`config.mk`:
```
export PLATFORM = sky130hd
export DESIGN_NAME = tdm_demux
export DESIGN_NICKNAME = d
export VERILOG_FILES = /design/src/rtl/tdm_demux.sv
export SDC_FILE = /design/constraint.sdc
export NUM_CORES = 1
export LEC_CHECK = 0
export ABC_AREA = 1
export BUFFER_PORTS_ARGS = -buffer_cell sky130_fd_sc_hd__buf_2
export CORE_MARGIN = 3
export CORE_UTILIZATION = 45
export CTS_BUF_LIST = sky130_fd_sc_hd__clkbuf_2 sky130_fd_sc_hd__clkbuf_4 sky130_fd_sc_hd__clkbuf_8
export DETAILED_ROUTE_END_ITERATION = 8
export PLACE_DENSITY = 0.79
export RECOVER_POWER = 25
export SETUP_SLACK_MARGIN = 0.5
export SYNTH_ARGS = -nofsm -noshare
export SYNTH_HDL_FRONTEND = slang
export SYNTH_HIERARCHICAL = 1
export SYNTH_SLANG_ARGS = --single-unit
export TNS_END_PERCENT = 20
```
`constraint.sdc`:
```
create_clock -name clk -period 1.1 [get_ports clk]
set_input_delay 0.055 -clock clk [delete_from_list [all_inputs] [get_ports clk]]
set_output_delay 0.055 -clock clk [all_outputs]
set_load 0.05 [all_outputs]
```
`src/rtl/tdm_demux.sv`:
```
// Time-division demultiplexer: spreads the interleaved slots of one shared line onto per-channel registers.
// Optional framing check on every aligned beat when TDM_DEMUX_SYNC_CHECK_EN is defined.
module tdm_demux_lane #(
  parameter int WIDTH = 8
) (
  input  logic             clk,
  input  logic             rst,
  input  logic             i_wr,
  input  logic [WIDTH-1:0] i_d,
  output logic [WIDTH-1:0] o_q,
  output logic             o_vld
);
  always_ff @(posedge clk or posedge rst) begin
    if (rst) begin
      o_q   <= '0;
      o_vld <= 1'b0;
    end else begin
      o_vld <= i_wr;
      if (i_wr) o_q <= i_d;
    end
  end
endmodule

module tdm_demux #(
  parameter int WIDTH    = 8,
  parameter int CHANNELS = 4,
  localparam int SW      = $clog2(CHANNELS)
) (
  input  logic                      clk,
  input  logic                      rst,
  input  logic [WIDTH-1:0]          d_in,
  input  logic                      d_valid,
  input  logic                      frame_sync,
  output logic [CHANNELS*WIDTH-1:0] ch_out,
  output logic [CHANNELS-1:0]       ch_valid,
  output logic                      frame_done,
  output logic                      sync_err,
  output logic [SW-1:0]             slot
);
  typedef enum logic {HUNT, RUN} state_t;

  localparam logic [SW-1:0] LAST = SW'(CHANNELS - 1);

  state_t        r_state, w_state_nxt;
  logic [SW-1:0] r_slot, w_slot_nxt;
  logic [SW-1:0] w_idx;
  logic          w_wr, w_done, w_err;
  logic          r_frame_done, r_sync_err;
  logic [CHANNELS-1:0]            w_lane_wr;
  logic [CHANNELS-1:0][WIDTH-1:0] w_lane_q;

  always_ff @(posedge clk or posedge rst) begin
    if (rst) begin
      r_state      <= HUNT;
      r_slot       <= '0;
      r_frame_done <= 1'b0;
      r_sync_err   <= 1'b0;
    end else begin
      r_state      <= w_state_nxt;
      r_slot       <= w_slot_nxt;
      r_frame_done <= w_done;
      r_sync_err   <= w_err;
    end
  end

  always_comb begin
    w_state_nxt = r_state;
    w_slot_nxt  = r_slot;
    w_idx       = r_slot;
    w_wr        = 1'b0;
    w_done      = 1'b0;
    w_err       = 1'b0;
    if (d_valid) begin
      case (r_state)
        HUNT: begin
          if (frame_sync) begin
            w_wr        = 1'b1;
            w_idx       = '0;
            w_slot_nxt  = SW'(1);
            w_state_nxt = RUN;
          end
        end
        RUN: begin
`ifdef TDM_DEMUX_SYNC_CHECK_EN
          if (r_slot == '0 && !frame_sync) begin
            w_err       = 1'b1;
            w_slot_nxt  = '0;
            w_state_nxt = HUNT;
          end else if (r_slot != '0 && frame_sync) begin
            // Early sync restarts the frame; the aborted one never reports done.
            w_err      = 1'b1;
            w_wr       = 1'b1;
            w_idx      = '0;
            w_slot_nxt = SW'(1);
          end else
`endif
          begin
            w_wr = 1'b1;
            if (r_slot == LAST) begin
              w_slot_nxt = '0;
              w_done     = 1'b1;
            end else begin
              w_slot_nxt = r_slot + SW'(1);
            end
          end
        end
        default: w_state_nxt = HUNT;
      endcase
    end
  end

  always_comb begin
    w_lane_wr = '0;
    if (w_wr) w_lane_wr[w_idx] = 1'b1;
  end

  for (genvar g = 0; g < CHANNELS; g++) begin : g_lane
    tdm_demux_lane #(.WIDTH(WIDTH)) u_lane (
      .clk  (clk),
      .rst  (rst),
      .i_wr (w_lane_wr[g]),
      .i_d  (d_in),
      .o_q  (w_lane_q[g]),
      .o_vld(ch_valid[g])
    );
  end

  assign ch_out     = w_lane_q;
  assign frame_done = r_frame_done;
`ifdef TDM_DEMUX_SYNC_CHECK_EN
  assign sync_err   = r_sync_err;
`else
  assign sync_err   = 1'b0;
`endif
  assign slot       = r_slot;
endmodule
```
# == Word-level counts from Yosys, hierarchy flattened ==
# Index checks and enable logic that the tools add are counted.
# classes
addsub,1
magnitude_cmp,2
n_eq_ne,2
mux,16
bitwise,1
reduce_logical,2
# op_table
cell,count
$mux 2,5
$mux 1,7
$mux 4,1
$pmux 2 s2,1
$lt 2x3->1 const B,1
$add 2x1->2 const B,1
$demux 1 s2,1
$eq 2x2->1 const B,1
$ge 2x1->1 const B,1
$ne 2x2->1 const B,1
$pmux 1 s2,1
$reduce_and 2->1,1
$logic_and 1x1->1,1
$not 1->1,1
# totals
ff_bits,40
inputBits,12
output_inout_bits,40
elab_cells,35

# == Longest topological paths before layout ==
# depth
depth_word,8
mapped_depth,8

# == By module ==
# The synthesis kept the hierarchy.
# by_module_without_submodules
module,instances,cells_per_inst,area_each_um2,seq_area_each_um2
tdm_demux_lane,4,36,334.1,225.2
tdm_demux,1,32,232.7,100.1

# == Least setup slack after synthesis ==
# Ideal clock, no wire load.
# synth_path
path_kind,register -> register
from,"register r_slot[0], in the netlist slot[0]"
to,register g_lane[1].u_lane.o_q[0]
t_arrival_ps,1276
required_ps,981
path_slack_ps,-296
path_stages_with_launch,7
n_path_buf,1
synth_period_minus_slack_ps,1396
cell_sequence,dfrtp_1 -> nand3_1 -> nor2_1 -> buf_6 -> inv_2 -> nand2_1 -> nand2_1
# synth_between
elab_chain_cells,8
# synth_rtl
item,line_no,rtl
"start, declared",45,"logic [SW-1:0] r_slot, w_slot_nxt;"
"start signal, assigned",60,r_slot <= w_slot_nxt;
$mux 2,76,if (frame_sync) begin
$mux 2,74,case (r_state)
$mux 2 (*),73,if (d_valid) begin
$lt 2x3->1 (not written as such) / $ge 2x1->1 (equally long branches),114,if (w_wr) w_lane_wr[w_idx] = 1'b1;
$logic_and 1x1->1 (not written as such),114,
$mux 1 (not written as such),114,
$demux 1 s2 (*),114,
$mux 4 (*),114,
net w_lane_wr[1],49,logic [CHANNELS-1:0] w_lane_wr;
"end signal, assigned",19,if (i_wr) o_q <= i_d;
"end, declared",10,"output logic [WIDTH-1:0] o_q,"
# Mark *: on every way through the listed nets, which the timed path passes. The rest lies on a longest branch.
# A chain may end at the register's enable or synchronous reset.

# == Worst setup path after layout ==
# layout_path
from,"register r_slot[1], in the netlist slot[1]"
to,register g_lane[0].u_lane.o_q[0]
# layout_between
elab_chain_cells,8
# layout_rtl
item,line_no
$mux 2,76
$mux 2,74
$mux 2 (*),73
$lt 2x3->1 (not written as such) / $ge 2x1->1 (equally long branches),114
$logic_and 1x1->1 (not written as such),114
$mux 1 (not written as such),114
$demux 1 s2 (*),114
$mux 4 (*),114
net w_lane_wr[0],49
"end signal, assigned",19
"end, declared",10
# Marked as above.

==> flow_summary.ini <==
[final_layout]
final_util = 0.717
antenna_cells_inserted = 0
nets = 256
layout-drive-gt1-share = 0.377
area.growth.synth_to_final_pct = 45.2
nFillCells = 230

[global_route]
grt_max_degree = 14
grt_overflow = 0
grt_pass1_wl_um = 6290
antenna_found_initial = 0
grt_pass1_vias = 1303
grt.total_usage = 0.202

[route]
via_count = 1373
drcViolationCount = 0
totalWireLength_um = 3860
met3_length_um = 297
highest_layer = met4
viasPerCell = 4.77
wl_met2_um = 1880
ant_nets = 0
firstDrtPassIters = 4
wl_met1_um = 1630
dr.first_iter.drc_count = 93
avgRoutedWirePerCell_um = 13.4

[logic_synthesis]
ys_seq_area_frac = 0.638
synth_area_um2 = 1570
synth_nets = 189
synth_compound_area_frac = 0.00957
synthAdderAreaFrac = 0.00797
yosysUniqueCellTypes = 12
synth-simple-area-share = 0.280
synthCells = 176
ys_ff_latch = 40
syn_area_per_cell_um2 = 8.91
ys_warn_count = 6
synth_top_family_by_area = simple AND/OR/NAND/NOR gates
synth.mux.area_fraction = 0
synth-xor-area-share = 0

[floorplan]
die_h_um = 65.1
core_um2 = 3180
rows = 20
die-area_um2 = 4230
die_x_um = 65.1
ios = 52
start_util = 0.494

[place]
placement.io_buffers = 50
globalplace.congestion = 0.810
dpl.hpwl_um = 2780

[sta]
setup_slack_ns = -0.0844
skew_ns = 0.00534
hold_viol = 28
fmax_mhz = 844
post-route-period-util = 1.08
setup_viol = 18
maxSlewViolCount = 0
rsz0062_at_grt = true
timing.hold.ws_ns = -0.0292
finalSetupTns_ns = -1.25
post-route-min-period_ns = 1.18

[cts]
cts.sinks = 40
cts-root-buf = clkbuf_4
cts_buffers = 5
htreeDepth = 2
clock_path_buffers = 2
clk_pin_slew_ns = 0.12
cts_hold_repair.buffers = 2
worstSkewPairLatency_ns = 0.34
tritoncts = built

[outcome]
violations = negative hold slack, negative setup slack
status = complete, but fails checks

[hold_path]
min_path_type = in -> reg

[setup_path]
path_common_cell = nand2_1
worstPathArrival_ns = 1.43
path_class = reg -> reg
required_ns = 1.35
crit_buf_inv = 3
slowest_stage = dfrtp_2
cp_cell_sequence = inv_2 > nor2_2 > nor2_4 > buf_6 > inv_8 > nand2_1 > nand2_1
crit_path_max_incr_delay_ns = 0.49
critPathTopFamily = flip-flops
endpoint_kind = flop
path_max_fanout = 8
worst_setup_path_start_kind = flop

[run]
cap_violations = 0
==> path summary, 6_finish.rpt <==
| kind | start | end | slack, ns | depth (start not counted) |
|---|---|---|---|---|
| max | slot[1] | g_lane[0].u_lane/o_q[0] | -0.08 | 7 |
| min | d_in[0] | g_lane[3].u_lane/o_q[0] | -0.03 | 3 |
| max reg2reg | slot[1] | g_lane[0].u_lane/o_q[0] | -0.08 | 7 |
| min reg2reg | g_lane[2].u_lane/o_q[1] | g_lane[2].u_lane/o_q[1] | 0.49 | 2 |
| max in group asynchronous | rst | g_lane[0].u_lane/o_q[0] | 0.54 | 3 |
| min in group asynchronous | rst | r_state | 0.22 | 3 |
==> placed cells by master, fill, tap and decap left out <==
cell type / n
buf_2: 20
nand2_4: 1
nor2_4: 4
buf_12: 1
nor2_2: 1
o21ai_0: 1
nor2_1: 2
clkinvlp_4: 1
buf_6: 24
bufinv_16: 1
nand2_1: 97
nand2_2: 6
dlygate4sd3_1: 2
nand3_1: 2
clkinv_2: 1
ha_1: 1
dfrtp_2: 3
inv_6: 1
buf_4: 11
inv_1: 7
clkbuf_1: 1
inv_2: 1
inv_4: 2
o21ai_1: 1
clkbuf_4: 11
dfrtp_1: 37
o21ai_4: 1
inv_8: 1
conb_1: 1
nand3_2: 1
==> cell usage after synthesis <==
library cell	number	area, um2
buf_4	1	7.51
buf_6	4	45.0
conb_1	1	3.75
dfrtp_1	40	1000
ha_1	1	12.5
inv_1	8	30.0
inv_2	4	15.0
nand2_1	101	379
nand2_2	3	18.8
nand3_1	3	15.0
nor2_1	7	26.3
o21ai_0	3	15.0
==> layout make-up <==
| type | instances | area, um2 | share of cell area |
|---|---|---|---|
| Timing Repair Buffer | 65 | 542 | 0.238 |
| Multi-Input combinational cell | 119 | 534 | 0.234 |
| Tap cell | 44 | 55.1 | 0.0242 |
| Inverter | 12 | 62.6 | 0.0275 |
| Sequential cell | 40 | 1000 | 0.441 |
| Clock buffer | 5 | 37.5 | 0.0165 |
| Clock inverter | 3 | 42.5 | 0.0187 |
==> stage by stage <==
step                std cells  hold WS (ns)  cell area, um2  setup slack (ns)
CTS                       288       -0.0385            2240           -0.0758
global placement          275      -0.00480            1940            -0.101
finish                    288       -0.0292            2280           -0.0844
floorplan                 176        -0.179            1600           -0.0896
detailed placement        275      0.000207            1940            -0.181
global route              288       -0.0443            2280            -0.157
==> kinds of logic after synthesis <==
family	after synthesis
AOI/OAI and AO/OA	3
adders and majority gates	1
other	1
DFF	40
buffers and inverters	17
and+or+nand+nor	114
==> flip-flops by register name, indices dropped and copies added (netlist names) <==
signal	cells
g_lane.u_lane/o_q	32
g_lane.u_lane/o_vld	4
frame_done	1
r_state	1
slot	2
==> worst min-delay path, delay by kind of cell <==
family	cells	cell delay, ns
buffers and inverters	1	0.13
AND/OR/NAND/NOR	2	0.11
==> routing by layer <==
| metal | track usage | vias up |
|---|---|---|
| met2 | 0.310 | 52 |
| met1 | 0.262 | 651 |
| li1 | - | 665 |
| met4 | 0.0803 | 0 |
| met3 | 0.0676 | 5 |
| met5 | 0 | - |
==> repair_timing <==
item / CTS / global route
setup endpoints to repair: 79 / 79
buffers inserted: 2 / 0
pin swaps: 2 / 1
cloned: 1 / 0
gates resized for setup: 56 / 15
endpoints found under the hold margin: 73 / 27
Power is left out: the tool's default activity adds up to more than one toggle a clock period on the data nets, which glitch-free logic cannot reach.
